### config.mk
export PLATFORM = sky130hd
export DESIGN_NAME = display_mode_sequencer
export DESIGN_NICKNAME = d
export VERILOG_FILES = /design/src/rtl/display_mode_sequencer.sv
export SDC_FILE = /design/constraint.sdc
export NUM_CORES = 1
export LEC_CHECK = 0
export CORE_UTILIZATION = 43
export CTS_BUF_LIST = sky130_fd_sc_hd__clkbuf_16
export CTS_CLUSTER_SIZE = 40
export DETAILED_ROUTE_END_ITERATION = 16
export GPL_TIMING_DRIVEN = 0
export MAX_ROUTING_LAYER = met4
export PLACE_DENSITY = 0.79
export SLEW_MARGIN = 10
export SYNTH_ARGS = -nofsm -noshare
export SYNTH_HDL_FRONTEND = slang
export SYNTH_SLANG_ARGS = --single-unit
### constraint.sdc
create_clock -name qzt_clk -period 2.1 [get_ports qzt_clk]
set_clock_uncertainty 0.2 [all_clocks]
set_input_delay 0.42 -clock qzt_clk [delete_from_list [all_inputs] [get_ports qzt_clk]]
set_output_delay 0.42 -clock qzt_clk [all_outputs]
set_load 0.02 [all_outputs]
### src/rtl/display_mode_sequencer.sv
// Display mode sequencer: cycles the 4-digit display through time, date and scrolling text.
// Optional night blanking is enabled with DISPLAY_NIGHT_BLANK_EN.
//
// state     | meaning
// SHOW_TIME | hh:mm with blinking colon, counts TIME_SECS seconds
// SHOW_DATE | dd.mm, counts DATE_SECS seconds, only while sync_ok
// SCROLL    | scroll text, SCROLL_LEN steps of SCROLL_DIV cycles each
`timescale 1ns/1ps
module display_mode_sequencer #(
  parameter int TIME_SECS  = 10,
  parameter int DATE_SECS  = 3,
  parameter int SCROLL_LEN = 40,
  parameter int SCROLL_DIV = 6250000
) (
  input  logic        qzt_clk,
  input  logic        reset_sincro,
  input  logic        flag_sec,
  input  logic [15:0] time_bcd,
  input  logic [15:0] date_bcd,
  input  logic        sync_ok,
  input  logic        btn_next,
`ifdef DISPLAY_NIGHT_BLANK_EN
  input  logic        night,
`endif
  output logic [15:0] four_digit,
  output logic [5:0]  loop_index,
  output logic [1:0]  disp_type
);

  typedef enum logic [1:0] {
    SHOW_TIME = 2'd0,
    SHOW_DATE = 2'd1,
    SCROLL    = 2'd2
  } state_t;

  localparam logic [5:0]  TIME_LAST   = 6'(TIME_SECS - 1);
  localparam logic [5:0]  DATE_LAST   = 6'(DATE_SECS - 1);
  localparam logic [5:0]  SCROLL_LAST = 6'(SCROLL_LEN - 1);
  localparam logic [23:0] PRESC_LAST  = 24'(SCROLL_DIV - 1);

  state_t      state_q, state_d;
  logic [5:0]  sec_cnt_q, sec_cnt_d;
  logic [23:0] presc_q, presc_d;
  logic [5:0]  loop_index_q, loop_index_d;
  logic [15:0] four_digit_q, four_digit_d;
  logic [1:0]  disp_type_q, disp_type_d;
  logic        advance;
  logic        frozen;

`ifdef DISPLAY_NIGHT_BLANK_EN
  assign frozen = night;
`else
  assign frozen = 1'b0;
`endif

  always_ff @(posedge qzt_clk) begin
    if (reset_sincro) begin
      state_q      <= SHOW_TIME;
      sec_cnt_q    <= 6'd0;
      presc_q      <= 24'd0;
      loop_index_q <= 6'd0;
      four_digit_q <= 16'h0000;
      disp_type_q  <= 2'd1;
    end else begin
      state_q      <= state_d;
      sec_cnt_q    <= sec_cnt_d;
      presc_q      <= presc_d;
      loop_index_q <= loop_index_d;
      four_digit_q <= four_digit_d;
      disp_type_q  <= disp_type_d;
    end
  end

  always_comb begin
    state_d      = state_q;
    sec_cnt_d    = sec_cnt_q;
    presc_d      = presc_q;
    loop_index_d = loop_index_q;
    four_digit_d = four_digit_q;
    disp_type_d  = disp_type_q;
    advance      = 1'b0;

    // btn_next has priority so a coincident second tick or scroll step cannot cause a second move
    case (state_q)
      SHOW_TIME: begin
        if (btn_next) begin
          advance = 1'b1;
        end else if (flag_sec) begin
          if (sec_cnt_q == TIME_LAST) advance = 1'b1;
          else                        sec_cnt_d = sec_cnt_q + 6'd1;
        end
      end
      SHOW_DATE: begin
        if (btn_next || !sync_ok) begin
          advance = 1'b1;
        end else if (flag_sec) begin
          if (sec_cnt_q == DATE_LAST) advance = 1'b1;
          else                        sec_cnt_d = sec_cnt_q + 6'd1;
        end
      end
      SCROLL: begin
        if (btn_next) begin
          advance = 1'b1;
        end else if (presc_q == PRESC_LAST) begin
          presc_d = 24'd0;
          if (loop_index_q == SCROLL_LAST) advance = 1'b1;
          else                             loop_index_d = loop_index_q + 6'd1;
        end else begin
          presc_d = presc_q + 24'd1;
        end
      end
      default: advance = 1'b1;
    endcase

    if (advance) begin
      case (state_q)
        SHOW_TIME: state_d = sync_ok ? SHOW_DATE : SCROLL;
        SHOW_DATE: state_d = SCROLL;
        default:   state_d = SHOW_TIME;
      endcase
      sec_cnt_d    = 6'd0;
      presc_d      = 24'd0;
      loop_index_d = 6'd0;
    end

    // Outputs follow the upcoming state so the registered outputs line up with state_q
    case (state_d)
      SHOW_TIME: begin
        four_digit_d = time_bcd;
        disp_type_d  = 2'd1;
      end
      SHOW_DATE: begin
        four_digit_d = date_bcd;
        disp_type_d  = 2'd0;
      end
      default: disp_type_d = 2'd2;
    endcase

    if (frozen) begin
      state_d      = state_q;
      sec_cnt_d    = sec_cnt_q;
      presc_d      = presc_q;
      loop_index_d = loop_index_q;
      four_digit_d = four_digit_q;
      disp_type_d  = 2'd3;
    end
  end

  assign four_digit = four_digit_q;
  assign loop_index = loop_index_q;
  assign disp_type  = disp_type_q;

endmodule

# == Word-level counts from Yosys, hierarchy flattened ==
# Cells that the tools add are included.
# totals
regBits,56
in_bits,37
output_inout_bits,24
elab_cells,57
# op_classes
n_addsub,3
n_eq_ne,13
muxes,23
bitwise,2
n_reduce_logical,10
# op_table
operator,n
$mux W6,6
$pmux W16 S2,1
$add A24 B1 Y24 const B,1
$eq A24 B23 Y1 const B,1
$mux W24,1
$add A6 B1 Y6 const B,2
$ne A2 B2 Y1 const B,6
$pmux W6 S2,1
$mux W1,9
$pmux W2 S2,2
$reduce_and A7 Y1,1
$eq A6 B2 Y1 const B,1
$eq A6 B4 Y1 const B,1
$eq A6 B6 Y1 const B,1
$eq A2 B1 Y1 const B,2
$logic_not A2 Y1,2
$mux W2,2
$reduce_and A4 Y1,1
$reduce_bool A2 Y1,2
$pmux W1 S3,1
$eq A2 B2 Y1 const B,1
$not A1 Y1,2
$reduce_and A2 Y1,1
$reduce_or A2 Y1,1
other kinds (2),2

# == Depth between registers and ports, before layout ==
# Gate-level depths: netlist (run 1).
# depth
word_depth,8
depth_mapped,9
ltp_nobuf,7

# == Worst setup path before layout (run 1) ==
# No wires, ideal clock.
# synth_timing
kind,flip-flop to flip-flop
from,register loop_index_q[0] (netlist: loop_index[0])
to,register sec_cnt_q[5]
setup_ps,122
t_arrival_ps,1807
required_time_ps,1778
path_slack_ps,-29
stages_incl_launch_ff,7
path_buffers,1
synth_period_minus_slack_ps,2129
path_cell_list,dfxtp_1 ha_1 nand4_1 o31ai_4 a21o_1 buf_4 a21oi_1
# synth_via
elab_chain_len,6
# synth_lines
element,line,text
from (decl),44,"logic [5:0] loop_index_q, loop_index_d;"
from (signal assigned),68,loop_index_q <= loop_index_d;
$eq A6 B6 Y1,106,if (loop_index_q == SCROLL_LAST) advance = 1'b1;
$mux W1,106,
$mux W1,104,end else if (presc_q == PRESC_LAST) begin
$mux W1,102,if (btn_next) begin
$pmux W1 S3,84,case (state_q)
$reduce_or A2 Y1 (no source line),--,
to (signal assigned),66,sec_cnt_q <= sec_cnt_d;
to (decl),42,"logic [5:0] sec_cnt_q, sec_cnt_d;"
# No other way between the ends.
# A chain may end at the register's enable or synchronous reset.

# == Worst setup path in the final report (run 1) ==
# layout_timing
from,register state_q[1]
to,register sec_cnt_q[5]
# layout_via
elab_chain_len,3
word_cells_on_any_way,14
classes_between,eq/ne: 8; mux: 2; reduce/logical: 4
# layout_lines
element,line,text
from (decl),41,"state_t state_q, state_d;"
from (signal assigned),65,state_q <= state_d;
"$eq A2 B1 Y1, or another cell as far along",84,
"$ne A2 B2 Y1 (no source line), or another cell as far along",--,
$reduce_and A7 Y1 (no source line) or $reduce_or A2 Y1 (tied branches),--,
# Parallel ways exist; a longest one is shown, timed or not.

==> results of run 1 <==
==> cell families after synthesis <==
family	count (synthesis)	synth area share, %
XOR/XNOR	28	8.312
multiplexers	1	0.3393
AND/OR/NAND/NOR	154	31.00
buffers and inverters	25	4.029
AO/OA/AOI/OAI	59	16.20
flip-flops	56	38.00
adder cells (fa/ha/maj)	5	2.120
==> flip-flops by register name (all words and copies together) (netlist names) <==
name and flops:
disp_type 2, four_digit 16, loop_index 6, presc_q 24, sec_cnt_q 6, state_q 2
==> layout by cell type, fill, tap and decap left out, types with 4 or more instances in the layout <==
master and n:
dfxtp_1 42, xor2_1 7, inv_1 7, nand3_1 36, nand2_1 16, a21oi_2 4
dfxtp_2 12, a32oi_1 15, and4_1 4, nor4_2 7, clkbuf_16 6, nand3_2 7
buf_6 13, nand4_1 8, nor2_2 7, nor2_1 26, xnor2_1 21, clkdlybuf4s50_1 58
nor2_4 8, a31oi_1 17, buf_4 25
==> where the power goes <==
group | internal [mW] | switching (mW) | total [mW]
sequential | 1.10 | 0.0329 | 1.13
combinational | 0.267 | 0.263 | 0.530
clock | 0.568 | 0.413 | 0.981
total | 1.93 | 0.710 | 2.64
==> metrics by stage <==
step                      worst slack [ps]  instance area, µm²  instances  total power, mW  hold slack (ps)
after floorplan                      21.93                2950        328            1.350            269.2
after global placement              -546.4                3647        465            1.530            277.5
after detailed placement            -581.8                3647        465            1.537            296.8
after CTS                           -2.605                4080        487            2.540            313.8
after global routing                -167.0                4471        505            2.711            346.5
final                               -140.7                4471        505            2.640            315.5
==> synth_stat cells, drive strengths merged <==
cell type | n | area, µm²
or2 | 1 | 6.260
xnor2 | 21 | 183.9
a211o | 1 | 8.760
xor2 | 7 | 61.31
nor2 | 41 | 153.9
nand3 | 43 | 215.2
a21o | 2 | 15.01
a311oi | 1 | 15.01
or4 | 1 | 7.510
ha | 5 | 62.56
or3 | 3 | 18.77
o21ba | 3 | 30.03
o21a | 1 | 7.510
a21boi | 1 | 7.510
nand4b | 2 | 47.55
o31ai | 2 | 42.54
a32oi | 16 | 140.1
a21oi | 6 | 33.78
and4 | 4 | 35.03
nor2b | 3 | 18.77
a31oi | 18 | 118.9
inv | 9 | 33.78
a41oi | 1 | 8.760
nor4 | 11 | 123.9
a2bb2oi | 1 | 8.760
nand4 | 9 | 62.56
and4bb | 3 | 37.53
clkbuf | 3 | 11.26
nor3b | 1 | 12.51
mux2i | 1 | 10.01
o31a | 1 | 10.01
and3 | 4 | 25.02
dfxtp | 56 | 1121
o21ai | 3 | 15.01
and2 | 2 | 12.51
a31o | 1 | 8.760
nand2 | 17 | 63.81
nor3 | 7 | 56.31
o211ai | 1 | 7.510
and3b | 1 | 8.760
or3b | 1 | 8.760
buf | 13 | 73.82
==> path summary, 6_finish.rpt <==
kind	start	to	slack (ps)	depth (start not counted)
worst max-delay path	state_q[1]$_SDFF_PP0_	sec_cnt_q[5]$_SDFFE_PP0P_	-140	9
worst min-delay path	four_digit[3]$_SDFFE_PP0P_	four_digit[3]$_SDFFE_PP0P_	320	2
worst min register to register	four_digit[3]$_SDFFE_PP0P_	four_digit[3]$_SDFFE_PP0P_	320	2
worst max register to register	state_q[1]$_SDFF_PP0_	sec_cnt_q[5]$_SDFFE_PP0P_	-140	9
==> metal layers <==
metal | up-vias | global-route usage [%]
li1 | 1414 | -
met1 | 1490 | 27.91
met2 | 170 | 39.02
met3 | 41 | 3.599
met4 | 0 | 8.166
met5 | - | -
==> worst min-delay path, cell delays in order, from the launching register on <==
cell	delay [ps]
dfxtp_1	330
nand3_1	70
a31oi_1	70
==> final cells by class <==
cell class	count	area (µm²)
clock buffer	5	125.1
inverter	9	37.54
buffer	14	120.1
fill	430	2024
multi-input combinational	247	2001
sequential	56	1144
timing repair buffer	94	900.9
clock inverter	3	46.29
tap	77	96.34
==> what timing repair did <==
action | 4_1_cts | 5_1_grt
pin swaps | 9 | 26
setup endpoints to repair | 54 | 54
resized for setup | 40 | 71
setup buffers | 14 | 16
cloned | 2 | 2
==> flow_summary_export.csv, run 1 <==
group,metric,value,unit
route,ant_nets,0,
synthesis,synth_fp_nets,370,
worst_setup_path,slowest_delay,390,ps
worst_setup_path,crit_chain,"buf_8 -> clkinvlp_4 -> a311oi_4 -> buf_4 -> buf_6 -> o31ai_4 -> a21o_1 -> buf_6 -> a21oi_2",
route,met1Wirelength,3.951,mm
worst_setup_path,cp_max_fo,5,
die,die_h,84.83,µm
clock_tree,clock_path_buffers,2,
finish,utilization,68.83,%
synthesis,synth_cell_types,55,
timing,period_needed,2241,ps
die,initial_utilization,45.42,%
worst_setup_path,end_kind,"flip-flop",
worst_setup_path,worstPathRequired,2130,ps
die,rows,29,
synthesis,syn_inst,328,
timing,max_freq,446.3,MHz
die,coreArea,6495,µm²
timing,setup_slack,-140.7,ps
global_routing,grt_first_pass_wirelength,12.90,mm
timing,slew_headroom,64.19,%
outcome,status,"finished, violations left",
clock_tree,htreeDepth,2,
placed_design,place_hpwl,5.271,mm
clock_tree,cts_hold_buf,0,
timing,rsz0062_at_grt,"true",
route,wl_per_cell,19.47,µm
timing,fin_crit_sh,106.7,%
finish,area_delta_synth_final,51.53,%
worst_setup_path,path_buf_inv,5,
route,vias_per_cell,6.168,
worst_setup_path,path_class,"reg -> reg",
route,met2WireLength,4.941,mm
worst_setup_path,critPathMostFrequentCell,"buf_6",
power,leakage,1.553,nW
route,drt_iter0_markers,193,
worst_setup_path,worst_setup_path_start_kind,"flip-flop",
synthesis,netlist_area,2950,µm²
timing,tns,-4485,ps
power,p_per_area,590.6,nW/µm²
clock_tree,cts_sinks,56,
synthesis,ys_seq_area_share,38.00,%
synthesis,synth_area_per_cell,8.995,µm²
timing,worst_pin_slew,537.1,ps
global_routing,grt_max_degree,19,
outcome,violations,"setup timing",
finish,final_net_count,469,
die,dieWidth,84.83,µm
route,wl,9.832,mm
worst_setup_path,cp_top_family,"compound AO/OA/AOI/OAI gates",
worst_setup_path,cp.arrival,2270,ps
finish,diodes,0,
flow_run,drv_cap,0,
route,top_layer,"met4",
worst_setup_path,crit_slowest_cell,"a311oi_4",
synthesis,synth-seq-cells,56,
route,first_pass_iters,4,
placed_design,port_buffers,60,
global_routing,antenna_found_initial,0,
synthesis,ys_warn_count,0,
global_routing,grt_overflow,0,
clock_tree,clock_latency,300,ps
global_routing,gr-usage-all-layers,23.04,%
placed_design,gp_congestion,0.8588,
clock_tree,cts_tree,"yes",
clock_tree,cts-root-buf,"clkbuf_16",
timing,finalHoldViolCount,0,
min_path,hold_path_class,"reg -> reg",
route,drc_errors,0,
clock_tree,cts_buffers,5,
route,routed-wl-met3,576,µm
timing,setup_viol,53,
clock_tree,path_clk_slew,70,ps
die,die_area,7196,µm²
power,ir_drop,0.0003891,V
finish,layout-drive-gt1-share,31.78,%
timing,drv_slew,0,
global_routing,grt_pass1_vias,2769,
route,vias,3115,
die,ios,61,
No activity file was read; power rests on OpenSTA's default activity.
==> inputs of run 2 (changes only) <==
--- a/config.mk
+++ b/config.mk
@@ -6,12 +6,12 @@
 export NUM_CORES = 1
 export LEC_CHECK = 0
 export CORE_UTILIZATION = 43
-export CTS_BUF_LIST = sky130_fd_sc_hd__clkbuf_16
+export CTS_BUF_LIST = sky130_fd_sc_hd__clkbuf_4 sky130_fd_sc_hd__clkbuf_8
 export CTS_CLUSTER_SIZE = 40
 export DETAILED_ROUTE_END_ITERATION = 16
 export GPL_TIMING_DRIVEN = 0
 export MAX_ROUTING_LAYER = met4
-export PLACE_DENSITY = 0.79
+export PLACE_DENSITY = 0.76
 export SLEW_MARGIN = 10
 export SYNTH_ARGS = -nofsm -noshare
 export SYNTH_HDL_FRONTEND = slang
==> constraint.sdc (replaced) <==
create_clock -name qzt_clk -period 2.4 [get_ports qzt_clk]
set_clock_uncertainty 0.2 [all_clocks]
set_input_delay 0.48 -clock qzt_clk [delete_from_list [all_inputs] [get_ports qzt_clk]]
set_output_delay 0.48 -clock qzt_clk [all_outputs]
set_load 0.02 [all_outputs]
==> flow_summary_export.csv, run 2 (synthesis gave the netlist of run 1 again) <==
group,metric,value,unit
outcome,status,"completed",
flow_run,drv_cap,0,
power,ir_drop,0.0002991,V
route,drt_iter0_markers,113,
finish,layout-drive-gt1-share,12.56,%
power,power.internal,1.547,mW
clock_tree,clock_path_buffers,2,
power,power_frac_seq,47.9,%
clock_tree,clock_latency,310,ps
die,die_area,7196,µm²
clock_tree,htreeDepth,2,
finish,diodes,0,
timing,worst_pin_slew,530.9,ps
placed_design,port_buffers,60,
worst_setup_path,regToRegSetupSlack,130,ps
global_routing,antenna_found_initial,0,
clock_tree,cts_tree,"yes",
worst_setup_path,r2r_cells,8,
timing,finalHoldViolCount,0,
power,leakage,1.330,nW
timing,rsz0062_at_grt,"false",
timing,slew_headroom,64.37,%
power,power_frac_comb,17.2,%
power,clock_power_share,34.9,%
worst_setup_path,r2r_end,"presc_q[2]$_SDFFE_PP0P_",
worst_setup_path,path_class,"in -> reg",
global_routing,grt_overflow,0,
die,dieWidth,84.83,µm
route,first_pass_iters,4,
timing,setup_slack,104.8,ps
min_path,hold_end,"sec_cnt_q[1]$_SDFFE_PP0P_",
timing,max_freq,435.7,MHz
power,power,2.060,mW
die,die_h,84.83,µm
placed_design,place_hpwl,5.143,mm
timing,fin_crit_sh,95.63,%
power,power_switching_share,24.92,%
clock_tree,cts_hold_buf,0,
route,vias,2752,
min_path,hold_path_class,"reg -> reg",
worst_setup_path,worst_setup_path_start_kind,"primary input",
global_routing,gr-usage-all-layers,21.43,%
placed_design,place_ws,-358.1,ps
die,coreArea,6495,µm²
finish,final_cell_mix,"clkdlybuf4s50_1, dfxtp_1, nand3_1",
finish,area_delta_synth_final,30.62,%
finish,largest_reg_flops,24,
global_routing,grt_pass1_vias,2647,
global_routing,grt_max_degree,17,
route,ant_nets,0,
timing,period_needed,2295,ps
route,vias_per_cell,5.794,
finish,utilization,59.33,%
die,ios,61,
worst_setup_path,end_kind,"flip-flop",
timing,setup_viol,0,
worst_setup_path,cp_max_fo,10,
worst_setup_path,worstPathRequired,2400,ps
worst_setup_path,cp.arrival,2300,ps
clock_tree,cts_sinks,56,
route,drc_errors,0,
global_routing,grt_first_pass_wirelength,12.16,mm
finish,layout_commonest_cell,"clkdlybuf4s50_1",
route,wl,7.229,mm
power,p_per_area,534.6,nW/µm²
power,switchingPower,513.4,µW
clock_tree,cts-root-buf,"clkbuf_8",
worst_setup_path,r2r-start,"state_q[1]$_SDFF_PP0_",
min_path,min_from,"sec_cnt_q[1]$_SDFFE_PP0P_",
placed_design,gp_congestion,0.8312,
die,rows,29,
finish,final_net_count,440,
clock_tree,cts_buffers,5,
clock_tree,path_clk_slew,90,ps
route,wl_per_cell,15.22,µm
die,initial_utilization,45.42,%
finish,top_register,"presc_q",
timing,drv_slew,0,
min_path,holdPathStages,2,
[run 2: cell types whose count changed in the layout (fill, tap and decap cells not counted), sizes merged]
cell | before | now
clkdlybuf4s50 | 58 | 60
buf | 44 | 16
dlygate4sd2 | 2 | 0
clkinvlp | 2 | 0
bufinv | 1 | 2
clkbuf | 9 | 8
[run 2: critical path, cell delays in order]
cell and delay (ps):
clkdlybuf4s50_1 510, and3_1 290, a311oi_4 130, buf_4 180, a41oi_1 190, a211o_1 200, buf_2 240, nor2_1 70
[run 2: area by class of cell]
cell class / count / area [µm²]
clock inverters: 2 / 60.06
well taps: 77 / 96.34
fillers: 598 / 2641
multi-input cells: 247 / 1759
repair buffers: 64 / 630.6
plain buffers: 15 / 82.58
flip-flops and latches: 56 / 1122
clock buffers: 5 / 68.82
inverters: 9 / 33.78
[run 2: power by group through the flow]
stage                     sequential, mW  combinational (mW)  clock [mW]
after CTS                          0.986               0.345       0.729
after global placement              1.01               0.334           0
after detailed placement            1.01               0.337           0
final                              0.986               0.355       0.718
after floorplan                     1.04               0.143           0
after global routing               0.991               0.379       0.765
[run 2: per-layer routing]
layer | wire [µm] | track usage (%) | vias to the layer above
li1 | - | - | 1355
met5 | 0 | - | -
met1 | 3309 | 26.82 | 1324
met3 | 264 | 3.210 | 10
met4 | 113 | 6.317 | 0
met2 | 3541 | 35.99 | 63
[run 2: how the worst max path moves through the flow]
stage / slack (ps) / to / depth (start not counted) / from
finish: 100 / presc_q[2]$_SDFFE_PP0P_ / 8 / flag_sec
global route: 2 / four_digit[10]$_SDFFE_PP0P_ / 7 / presc_q[0]$_SDFFE_PP0P_
CTS: 9 / loop_index[3]$_SDFFE_PP0P_ / 6 / btn_next
detailed placement: -360 / four_digit[15]$_SDFFE_PP0P_ / 7 / flag_sec
global placement: -340 / four_digit[15]$_SDFFE_PP0P_ / 7 / flag_sec
floorplan: 270 / sec_cnt_q[5]$_SDFFE_PP0P_ / 6 / loop_index[0]$_SDFFE_PP0P_
[run 2: metrics by stage]
stage / TNS (ps) / cell area, µm² / hold WS [ps] / std cells
global route: 0 / 3854 / 313.5 / 475
finish: 0 / 3854 / 278.8 / 475
floorplan: 0 / 2950 / 269.2 / 328
CTS: 0 / 3805 / 302.6 / 472
detailed placement: -9992 / 3647 / 289.3 / 465
global placement: -10360 / 3647 / 277.7 / 465
[run 2: repair_timing]
item	4_1_cts	5_1_grt
pin swaps	0	3
resized for setup	4	5
setup endpoints to repair	6	43
setup buffers	0	4
